`src/rtl/p_inject_arbiter.sv`:
```
// Round-robin, packet-granular arbiter sharing one router P injection port among NUM_SRC sources.
// Registered output stage, delivered-packet counter and sticky malformed-framing flag.
//   state | meaning
//   IDLE  | no packet open; arbitrate heads/singles from rr_ptr
//   LOCK  | owner holds the port until its tail is accepted
module p_inject_arbiter #(
    parameter int NUM_SRC = 4,
    parameter int FLIT_W  = 32,
    parameter int CNT_W   = 16
) (
    input  logic                      clk,
    input  logic                      rst,
    input  logic [NUM_SRC-1:0]        src_reqin,
    output logic [NUM_SRC-1:0]        src_ackout,
    input  logic [NUM_SRC*FLIT_W-1:0] src_datain,
    output logic                      inj_reqout,
    input  logic                      inj_ackin,
    output logic [FLIT_W-1:0]         inj_dataout,
    output logic [2:0]                owner,
    output logic                      busy,
    output logic                      err,
    output logic [CNT_W-1:0]          pkt_cnt
);

    localparam logic [1:0] T_BODY = 2'b00;
    localparam logic [1:0] T_HEAD = 2'b01;
    localparam logic [1:0] T_TAIL = 2'b10;

    typedef enum logic {
        S_IDLE = 1'b0,
        S_LOCK = 1'b1
    } state_t;

    state_t             state_q, state_d;
    logic [2:0]         owner_q, owner_d;
    logic [2:0]         rr_ptr_q, rr_ptr_d;
    logic               err_q, err_d;
    logic               out_vld_q;
    logic [FLIT_W-1:0]  out_data_q;
    logic [CNT_W-1:0]   pkt_cnt_q;

    logic [FLIT_W-1:0]  flit [NUM_SRC];
    logic [NUM_SRC-1:0] cand;
    logic [NUM_SRC-1:0] stray;
    logic               space;
    logic               cand_vld, stray_vld;
    logic [2:0]         cand_idx, stray_idx;
    logic [FLIT_W-1:0]  cand_flit, own_flit;
    logic               own_req;
    logic               ack_en;
    logic [2:0]         ack_idx;
    logic               load;
    logic [FLIT_W-1:0]  load_data;

    // First set bit of vec at or after ptr, wrapping; returns {found, index}.
    function automatic logic [3:0] pick(input logic [NUM_SRC-1:0] vec, input logic [2:0] ptr);
        logic       found;
        logic [2:0] idx;
        int         pos;
        found = 1'b0;
        idx   = '0;
        for (int k = 0; k < NUM_SRC; k++) begin
            pos = int'(ptr) + k;
            if (pos >= NUM_SRC) pos = pos - NUM_SRC;
            for (int i = 0; i < NUM_SRC; i++) begin
                if (!found && pos == i && vec[i]) begin
                    found = 1'b1;
                    idx   = 3'(i);
                end
            end
        end
        return {found, idx};
    endfunction

    function automatic logic [2:0] nxt(input logic [2:0] i);
        if (i >= 3'(NUM_SRC - 1)) return 3'd0;
        return i + 3'd1;
    endfunction

    // Type bit FLIT_W-2 is set for head and single: the only flits that may open a grant.
    for (genvar g = 0; g < NUM_SRC; g++) begin : g_src
        assign flit[g]  = src_datain[g*FLIT_W +: FLIT_W];
        assign cand[g]  = src_reqin[g] &&  flit[g][FLIT_W-2];
        assign stray[g] = src_reqin[g] && !flit[g][FLIT_W-2];
    end

    assign space = !out_vld_q || inj_ackin;
    assign {cand_vld, cand_idx}   = pick(cand, rr_ptr_q);
    assign {stray_vld, stray_idx} = pick(stray, rr_ptr_q);

    always_comb begin
        own_req   = 1'b0;
        own_flit  = '0;
        cand_flit = '0;
        for (int i = 0; i < NUM_SRC; i++) begin
            if (3'(i) == owner_q) begin
                own_req  = src_reqin[i];
                own_flit = flit[i];
            end
            if (3'(i) == cand_idx) cand_flit = flit[i];
        end
    end

    always_comb begin
        state_d   = state_q;
        owner_d   = owner_q;
        rr_ptr_d  = rr_ptr_q;
        err_d     = err_q;
        ack_en    = 1'b0;
        ack_idx   = owner_q;
        load      = 1'b0;
        load_data = own_flit;
        case (state_q)
            S_IDLE: begin
                ack_idx   = cand_idx;
                load_data = cand_flit;
                if (cand_vld) begin
                    if (space) begin
                        ack_en = 1'b1;
                        load   = 1'b1;
                        if (cand_flit[FLIT_W-1 -: 2] == T_HEAD) begin
                            state_d = S_LOCK;
                            owner_d = cand_idx;
                        end else begin
                            rr_ptr_d = nxt(cand_idx);
                        end
                    end
                end else if (stray_vld) begin
                    // Orphan body/tail is swallowed so its source cannot stall forever.
                    ack_en  = 1'b1;
                    ack_idx = stray_idx;
                    err_d   = 1'b1;
                end
            end
            S_LOCK: begin
                if (own_req && space) begin
                    ack_en = 1'b1;
                    load   = 1'b1;
                    case (own_flit[FLIT_W-1 -: 2])
                        T_BODY: ;
                        T_TAIL: begin
                            state_d  = S_IDLE;
                            rr_ptr_d = nxt(owner_q);
                        end
                        default: begin
                            err_d    = 1'b1;
                            state_d  = S_IDLE;
                            rr_ptr_d = nxt(owner_q);
                        end
                    endcase
                end
            end
        endcase
    end

    always_comb begin
        src_ackout = '0;
        for (int i = 0; i < NUM_SRC; i++) begin
            src_ackout[i] = rst && ack_en && (3'(i) == ack_idx);
        end
    end

    always_ff @(posedge clk or negedge rst) begin
        if (!rst) begin
            state_q    <= S_IDLE;
            owner_q    <= '0;
            rr_ptr_q   <= '0;
            err_q      <= 1'b0;
            out_vld_q  <= 1'b0;
            out_data_q <= '0;
            pkt_cnt_q  <= '0;
        end else begin
            state_q  <= state_d;
            owner_q  <= owner_d;
            rr_ptr_q <= rr_ptr_d;
            err_q    <= err_d;
            if (load) begin
                out_vld_q  <= 1'b1;
                out_data_q <= load_data;
            end else if (inj_ackin) begin
                out_vld_q  <= 1'b0;
            end
            if (out_vld_q && inj_ackin && out_data_q[FLIT_W-1]) begin
                pkt_cnt_q <= pkt_cnt_q + CNT_W'(1);
            end
        end
    end

    assign inj_reqout  = out_vld_q;
    assign inj_dataout = out_data_q;
    assign owner       = owner_q;
    assign busy        = (state_q == S_LOCK);
    assign err         = err_q;
    assign pkt_cnt     = pkt_cnt_q;

endmodule

```
`config.mk`:
```
export PLATFORM = sky130hd
export DESIGN_NAME = p_inject_arbiter
export DESIGN_NICKNAME = d
export VERILOG_FILES = /design/src/rtl/p_inject_arbiter.sv
export SDC_FILE = /design/constraint.sdc
export NUM_CORES = 1
export LEC_CHECK = 0
export ABC_AREA = 1
export CORE_MARGIN = 2
export CORE_UTILIZATION = 46
export DETAILED_ROUTE_END_ITERATION = 7
export PLACE_DENSITY = 0.83
export SYNTH_ARGS = -nofsm -noshare
export SYNTH_HDL_FRONTEND = slang
export SYNTH_SLANG_ARGS = --single-unit
```
`constraint.sdc`:
```
create_clock -name clk -period 3.4 [get_ports clk]
set_clock_uncertainty 0.15 [all_clocks]
set_input_delay 0.68 -clock clk [delete_from_list [all_inputs] [get_ports clk]]
set_output_delay 0.68 -clock clk [all_outputs]
set_load 0.005 [all_outputs]
```
==> flow_summary.ini, run 1 <==
[drt]
routed_wl_mm = 21.05
antenna_left = 0
dr_total_vias = 6575
drt_pass1_iterations = 5
wire_per_inst_um = 19.80
drc = 0
drtIter0Drc = 808
vias_per_cell = 6.185

[global_routing]
grt_usage_pct = 33.15
grt-ovfl-total = 0
antenna_found_initial = 0
grt_pass1_wl_mm = 31.38
grt_max_degree = 65
grt_pass1_vias = 6294

[critical_path]
arrival_ps = 2610
crit_top_cell = buf_4
critPathKind = primary input to output port
cp_max_fo = 4
end_kind = output port
crit_chain = buf_2, nand2_2, buf_4, buf_4, buf_4, buf_4, buf_4, nor2_2, inv_1, nand4_1, buf_4, a21oi_4, nor2_4, nand2_2, nand2_4, nand2_1, nor2_1, buf_2
cpPeakStageDelay_ps = 190
startpoint = src_datain[62]
crit_slowest_cell = nor2_4
critPathRequiredTime_ps = 2570
cp-start-kind = primary input
rr_startpoint = rr_ptr_q[1]
cp_num_buf_inv = 9
critPathTopFamily = buffers and inverters

[cells_and_area]
drive_above_1_share_pct = 25.81
num-nets-final = 1065
final_cell_mix = clkdlybuf4s50_1 (178), nand2_1 (97), buf_4 (73)
synthToLayoutAreaGrowth_pct = 55.92
final_common_cell = clkdlybuf4s50_1
nFillCells = 839

[synth]
synth_seq_cells = 55
synth-seq-area-share_pct = 26.86
netlist_area_sq_um = 5124
synth_area_leader_cell = dfrtp_1
synth_top_area_share_pct = 26.86
ys_warn_count = 0
syn_nets = 834
synth_area_per_cell_sq_um = 7.426
synth_cell_type_count = 36
synthTopCellsByArea = dfrtp_1 (27%), a221o_1 (12%), o211ai_1 (9.5%)
synth_cells = 690

[power]
switchingPower_w = 0.004034
comb_power_share_pct = 81.7
swShare_pct = 47.90
p_int_w = 0.004388
seqPwrFrac_pct = 13.7
ir_drop_uv = 731.0
leakage_nw = 3.413
clkPwrFrac_pct = 4.7
power_density_nw_per_um2 = 1054

[sta]
hold_viol_final = 0
fin_setup_tns_ps = -86.24
period_minus_slack_ps = 3444
fmax_mhz = 290.4
finalSetupViolations = 2
rsz0062_at_grt = true
tightestPinTransition_ps = 733.6
finalMaxSlewViolations = 0
slew_headroom_pct = 51.09
min_period_over_period_pct = 101.3
setup_slack_ps = -43.71

[worst_hold_path]
hold_path.class = register to register
min_from = pkt_cnt[15]

[placed_design]
routabilityCongestion = 0.9124
place_ws_ps = -791.2
numPortBuffers = 191
detailed_place_hpwl_mm = 14.48

[clock_network]
cts_hold_buf = 0
root_buffer = clkbuf_8
cts_tree = yes
cts_buffer_depth = 2
cts_sinks = 55
cts_made_buffers = 5
clk_latency_ps = 320
cts.htree.levels = 2
cts.clk_slew.worst_paths_ps = 100

[floorplanning]
die_h_um = 109.5
initial_core_util_pct = 47.26
core_area_sq_um = 10840
row_count = 38
dieArea_sq_um = 12000
io_pins = 193
die_w_um = 109.5

[outcome]
status = finished with violations
failed_checks = setup timing

[run]
cap_violations = 0
[path summary, 6_finish.rpt]
kind / to / slack, ps / depth (start not counted)
max in group asynchronous: rr_ptr_q[0] / 2220 / 2
min in group asynchronous: inj_dataout[4] / 360 / 2
min: pkt_cnt[15] / 330 / 1
max: src_ackout[1] / -40 / 18
min reg2reg: pkt_cnt[15] / 330 / 1
max reg2reg: rr_ptr_q[0] / 60 / 27
[sequential cells by signal, summed over array words and instances, names as in the netlist]
signal       count
err              1
inj_reqout       1
rr_ptr_q         2
busy             1
inj_dataout     32
owner            2
pkt_cnt         16
[cells by family (layout without fill, tap and decap cells)]
family	count (synthesis)	in the layout	synth area share, %
DFF	55	55	26.86
adders and majority gates	9	9	2.198
AOI/OAI and AO/OA	248	248	37.95
other	1	2	0.07319
buffers and inverters	124	356	10.04
and+or+nand+nor	238	238	20.27
muxes	1	1	0.2198
xor gates and xnor gates	14	14	2.393
[per-layer routing]
layer,share of wire (%),global-route usage [%],routed length [um]
met5,0,0,0
met4,4.1,12.57,854
met3,9.8,6.639,2053
met2,47,57.80,9922
met1,39,40.13,8218
[worst register-to-register path, stage by stage (launching register included)]
cell,delay (ps)
dfrtp_2,490
inv_2,100
nor2_4,50
nand2_2,90
buf_4,110
buf_4,90
buf_4,90
buf_4,100
buf_4,100
nand2_1,50
nor3_1,160
o21ai_0,100
nor2_1,100
inv_1,70
nor2_4,160
ha_2,240
nand2_4,70
buf_6,110
o22ai_2,70
nand2_1,70
o211ai_1,80
o21ai_1,100
inv_2,100
nand3_4,120
nand2_2,110
nor2_4,50
nand2_1,60
o21ai_1,60
[cell usage after synthesis]
cell type / instances
inv_1: 60
o211ai_1: 65
a221o_1: 61
a22oi_1: 2
nand2_2: 22
buf_6: 5
a211oi_1: 1
buf_4: 3
mux2_2: 1
a221oi_1: 1
a32o_1: 30
conb_1: 1
o22ai_1: 2
nand3_1: 15
a31o_2: 1
xnor2_1: 6
nand4_1: 10
o21ai_1: 15
nor2_1: 61
xor2_1: 8
o311ai_0: 1
nor4_1: 1
o21ai_0: 12
dfrtp_1: 55
ha_1: 9
nor2_2: 6
nand4_2: 2
clkbuf_1: 45
buf_1: 3
clkinv_1: 1
nand3b_1: 1
nand2_1: 114
nor3_1: 6
inv_2: 7
a21oi_1: 40
o21ai_2: 17
[power by group through the flow]
stage | logic, W | registers [W] | clock network (W)
2_1_floorplan | 0.00397 | 0.00115 | 0
3_3_place_gp | 0.00581 | 0.00115 | 0
3_5_place_dp | 0.00595 | 0.00115 | 0
4_1_cts | 0.00623 | 0.00115 | 0.000398
5_1_grt | 0.00740 | 0.00117 | 0.000423
6_report | 0.00688 | 0.00115 | 0.000393
[through the flow]
stage | utilization [%] | hold slack [ps] | cells | cell area [sq um] | total power, W
floorplan | - | 234.4 | 690 | 5124 | 0.005118
global placement | 68.78 | 305.4 | 1031 | 7456 | 0.006954
detailed placement | 68.78 | 308.8 | 1031 | 7456 | 0.007100
CTS | 71.47 | 327.5 | 1057 | 7747 | 0.007773
global route | 73.67 | 350.5 | 1062 | 7986 | 0.008996
finish | 73.70 | 326.8 | 1063 | 7989 | 0.008422
[layout make-up]
cell class                 instances  area (sq um)  share of cell area, %
clock buffer                       5         68.82                 0.8614
clock inverter                     3         22.52                 0.2819
inverter                          68         262.8                  3.289
tap                              140         175.2                  2.193
sequential                        55          1380                  17.27
antenna                            1         2.502                0.03132
multi-input combinational        511          3443                  43.10
timing repair buffer             280          2634                  32.97
[repair_timing]
item	4_1_cts	5_1_grt
gates resized for setup	91	71
buffers inserted	18	4
cloned	0	1
endpoints found under the setup margin	41	41
pin swaps	27	42
Power figures use the tool's default switching activity.
==> run 2, diff against run 1 <==
--- a/config.mk
+++ b/config.mk
@@ -9,7 +9,7 @@
 export CORE_MARGIN = 2
 export CORE_UTILIZATION = 46
 export DETAILED_ROUTE_END_ITERATION = 7
-export PLACE_DENSITY = 0.83
+export PLACE_DENSITY = 0.92
 export SYNTH_ARGS = -nofsm -noshare
 export SYNTH_HDL_FRONTEND = slang
 export SYNTH_SLANG_ARGS = --single-unit
==> run 2 against run 1 <==
  * The flow still finishes with violations (setup timing)
  * Cell count increased by 0.56%
  * Maximum frequency decreased by 5.9%
  * Sequential cell count unchanged
  * Combinational power increased by 3%
  * First-iteration DRC count increased by 16%
  * Design area increased by 1.3%
  * Critical path depth increased by 2
  * Clock power increased by 25%
  * Power increased by 3.4%
  * Core utilization increased by 0.92 points
==> flow_summary.ini, run 2 (synthesis results as in run 1) <==
[cells_and_area]
synthToLayoutAreaGrowth_pct = 57.88
final_cell_mix = clkdlybuf4s50_1 (178), nand2_1 (102), buf_4 (83)
drive_above_1_share_pct = 25.30
final_common_cell = clkdlybuf4s50_1
num-nets-final = 1072
largest_reg_flops = 32
diodes = 0
final_core_util_pct = 74.62

[power]
p_int_w = 0.004530
ir_drop_uv = 682.7
leakage_nw = 3.458
swShare_pct = 47.99
power_density_nw_per_um2 = 1077
comb_power_share_pct = 81.1
clkPwrFrac_pct = 5.6
switchingPower_w = 0.004180
seqPwrFrac_pct = 13.2

[floorplanning]
dieArea_sq_um = 12000
initial_core_util_pct = 47.26
core_area_sq_um = 10840
io_pins = 193
die_w_um = 109.5
die_h_um = 109.5
row_count = 38

[drt]
routed_wl_mm = 22.37
drt_pass1_iterations = 6
antenna_left = 0
drtIter0Drc = 938
dr_total_vias = 6876
vias_per_cell = 6.432
wire_per_inst_um = 20.93
drc = 0

[clock_network]
clk_latency_ps = 320
cts_made_buffers = 5
cts_buffer_depth = 2
cts_hold_buf = 0
root_buffer = clkbuf_8
cts.htree.levels = 2
cts_sinks = 55
cts.clk_slew.worst_paths_ps = 110
cts_tree = yes

[worst_hold_path]
whs_path_depth = 2
hold_path.class = register to register

[sta]
finalSetupViolations = 39
fmax_mhz = 273.3
period_minus_slack_ps = 3659
rsz0062_at_grt = true
tightestPinTransition_ps = 766.0
setup_slack_ps = -259.5
hold-worst-slack_ps = 347.8
slew_headroom_pct = 48.93
finalMaxSlewViolations = 0
fin_setup_tns_ps = -2764
hold_viol_final = 0
min_period_over_period_pct = 107.6

[global_routing]
grt-ovfl-total = 0
use_met1_pct = 40.91
busiest_layer = met2
grt_pass1_vias = 6482
grt_max_degree = 65
antenna_found_initial = 0
grt_usage_pct = 33.81
grtUsageMet3_pct = 7.232
grt_pass1_wl_mm = 32.15
met2_usage_pct = 57.36

[critical_path]
cp_max_fo = 5
cp-start-kind = register
reg2regPathDepth = 26
end_kind = output port
arrival_ps = 2830
critPathKind = register to output port
critPathRequiredTime_ps = 2570

[outcome]
status = finished with violations
failed_checks = setup timing

[placed_design]
routabilityCongestion = 0.9168
detailed_place_hpwl_mm = 14.07
numPortBuffers = 191

[run]
cap_violations = 0
[run 2: path summary, 6_finish.rpt]
path | startpoint | end | slack (ps)
max | rr_ptr_q[0] | src_ackout[2] | -260
min | inj_dataout[2] | inj_dataout[2] | 350
max reg2reg | rr_ptr_q[1] | rr_ptr_q[0] | -160
min reg2reg | inj_dataout[2] | inj_dataout[2] | 350
max in group asynchronous | rst | busy | 2050
min in group asynchronous | rst | pkt_cnt[7] | 490
[run 2: final cells by class]
class	instances	area, sq um
multi-input cells	511	3457
fillers	753	2751
repair buffers	287	2695
flip-flops and latches	55	1380
inverters	68	260.3
well taps	140	175.2
clock buffers	6	82.58
clock inverters	2	38.79
[run 2: power groups by stage]
| stage | clock network (W) | logic, W | registers (W) |
|---|---|---|---|
| finish | 0.000492 | 0.00707 | 0.00115 |
| global route | 0.000512 | 0.00752 | 0.00118 |
| CTS | 0.000492 | 0.00617 | 0.00114 |
| detailed placement | 0 | 0.00596 | 0.00115 |
| global placement | 0 | 0.00584 | 0.00114 |
| floorplan | 0 | 0.00397 | 0.00115 |
[run 2: layer usage]
layer,wire length [um],up-vias
met1,8097,3210
met4,1462,0
met5,0,-
li1,-,3007
met3,2506,131
met2,10310,528
[run 2: through the flow]
| step | setup WS [ps] | cells | total power, W | cell area (sq um) |
|---|---|---|---|---|
| after global routing | -387.0 | 1069 | 0.009210 | 8089 |
| after CTS | -9.893 | 1059 | 0.007805 | 7792 |
| after detailed placement | -799.1 | 1031 | 0.007114 | 7486 |
| after floorplan | 72.97 | 690 | 0.005118 | 5124 |
| after global placement | -723.1 | 1031 | 0.006975 | 7486 |
| final | -259.5 | 1069 | 0.008710 | 8089 |
[run 2: critical path, stage by stage, from the launching register on]
cell     delay [ps]
dfrtp_2         490
buf_4           170
nor2_4          170
inv_2            80
nor2_2          160
a21oi_2          60
nand4_1         130
nor2_2           60
buf_4           140
nand3_1          90
inv_1            50
nor2_1          160
nor2_1           80
a21oi_1         140
nand2_1          80
nand2_2          80
inv_2            30
nand2_1          60
nand2_1          50
nor2_1          100
buf_2           120
[run 2: repair_timing]
action | in CTS | in global routing
buffers inserted | 20 | 7
pin swaps | 26 | 37
cloned | 0 | 3
resized for setup | 78 | 60
endpoints found under the setup margin | 41 | 41
==> run 3, diff against run 2 <==
--- a/config.mk
+++ b/config.mk
@@ -9,7 +9,9 @@
 export CORE_MARGIN = 2
 export CORE_UTILIZATION = 46
 export DETAILED_ROUTE_END_ITERATION = 7
+export HOLD_SLACK_MARGIN = 0.15
 export PLACE_DENSITY = 0.92
+export SETUP_SLACK_MARGIN = 0.02
 export SYNTH_ARGS = -nofsm -noshare
 export SYNTH_HDL_FRONTEND = slang
 export SYNTH_SLANG_ARGS = --single-unit
==> run 3 against run 2 <==
  * The flow still finishes with violations (setup timing)
  * Global-route usage about the same
  * Critical path depth decreased by 1
  * Core utilization decreased by 1.3 points
  * Cell count decreased by 0.28%
  * Highest routed layer unchanged
==> flow_summary.ini, run 3 (synthesis results as in run 1) <==
[placed_design]
dpl.cell_count = 1031
detailed_place_hpwl_mm = 14.07
place_ws_ps = -799.1
routabilityCongestion = 0.9168
numPortBuffers = 191

[global_routing]
grt_usage_pct = 33.84
grt_max_degree = 65
antenna_found_initial = 0
grt_pass1_wl_mm = 32.16
grt-ovfl-total = 0
grt_pass1_vias = 6488

[floorplanning]
dieArea_sq_um = 12000
core_area_sq_um = 10840
initial_core_util_pct = 47.26
row_count = 38
die_h_um = 109.5
io_pins = 193
die_w_um = 109.5

[clock_network]
cts_sinks = 55
cts.htree.levels = 2
cts_hold_buf = 0
cts_made_buffers = 5
cts.clk_slew.worst_paths_ps = 110
root_buffer = clkbuf_8
cts_tree = yes
clk_latency_ps = 320
cts_buffer_depth = 2

[drt]
vias_per_cell = 6.293
drt_pass1_iterations = 6
dr_total_vias = 6708
wire_per_inst_um = 20.26
antenna_left = 0
drtIter0Drc = 887
drc = 0
routed_wl_mm = 21.59

[cells_and_area]
synthToLayoutAreaGrowth_pct = 55.09
layout.area.seq_sq_um = 1380
fin_cells = 1066
nFillCells = 790
largest_reg_flops = 32
final_core_util_pct = 73.30
drive_above_1_share_pct = 22.46
diodes = 0
final_cell_mix = clkdlybuf4s50_1 (178), nand2_1 (104), buf_4 (85)
num-nets-final = 1069
multi_input_comb_area_sq_um = 3392
final_common_cell = clkdlybuf4s50_1

[sta]
rsz0062_at_grt = true
finalMaxSlewViolations = 0
slew_headroom_pct = 49.88
fmax_mhz = 269.2
hold_viol_final = 0
min_period_over_period_pct = 109.3
finalSetupViolations = 40
period_minus_slack_ps = 3715
tightestPinTransition_ps = 751.8
setup_slack_ps = -315.2

[critical_path]
end_kind = output port
cp_max_fo = 5
critPathKind = register to output port
critPathRequiredTime_ps = 2570
startpoint = rr_ptr_q[1]
cp-start-kind = register
arrival_ps = 2890
rr_startpoint = rr_ptr_q[1]

[run]
cap_violations = 0

[worst_hold_path]
hold_path.class = register to register
min_from = inj_dataout[30]

[outcome]
failed_checks = setup timing
status = finished with violations

[power]
power_density_nw_per_um2 = 1041
ir_drop_uv = 684.9
leakage_nw = 3.362
power_w = 0.008271
## run 3: routing by layer
| metal | global-route usage, % | wire, um |
|---|---|---|
| met1 | 40.76 | 7942 |
| met2 | 57.63 | 10110 |
| met3 | 7.232 | 2391 |
| met4 | 15.55 | 1152 |
| met5 | 0 | 0 |
## run 3: through the flow
step	TNS (ps)	area, sq um	hold slack (ps)
after floorplan	0	5124	234.4
after global placement	-26720	7486	306.4
after detailed placement	-28850	7486	313.0
after global routing	-10720	7946	369.9
final	-2978	7946	340.1
after CTS	0	7800	343.1
## run 3: worst max-delay path, stage by stage, from the launching register on
cell	delay, ps
dfrtp_2	480
buf_4	170
nor2_4	200
nand2_1	110
nand3_1	160
nor3_1	90
nand2_1	120
nand2_1	120
nor2_1	150
nand2_1	60
nor2_1	150
nor2_1	80
a21oi_1	150
nand2_1	80
nand2_2	70
inv_2	30
nand2_1	60
nand2_1	50
nor2_1	100
buf_2	120
## run 3: worst paths after layout
path | to | slack (ps) | cells past startpoint
max in group asynchronous | busy | 2080 | 2
min in group asynchronous | pkt_cnt[7] | 490 | 2
hold / removal | inj_dataout[30] | 340 | 2
setup / recovery | src_ackout[2] | -320 | 19
hold reg to reg | inj_dataout[30] | 340 | 2
setup reg to reg | rr_ptr_q[0] | -180 | 26
## run 3: layout make-up
cell class                      count  share of cell area [%]
Clock buffer                        6                   1.039
Clock inverter                      2                  0.4881
Inverter                           68                   3.212
Multi-Input combinational cell    511                   42.69
Sequential cell                    55                   17.37
Tap cell                          140                   2.204
Timing Repair Buffer              284                   33.00
## run 3: repair_timing
| item | CTS | global route |
|---|---|---|
| endpoints found under the setup margin | 41 | 41 |
| resized for setup | 77 | 29 |
| pin swaps | 27 | 17 |
| hold endpoints to repair | 0 | 0 |
| setup buffers | 21 | 6 |
## run 3: where the power goes
group / switching [W] / leakage (nW) / internal [W] / total, W
registers: 0.000211 / 0.681 / 0.000942 / 0.00115
clock network: 0.000249 / 0.0618 / 0.000243 / 0.000492
logic: 0.00353 / 2.62 / 0.00309 / 0.00663
total: 0.00399 / 3.36 / 0.00428 / 0.00827
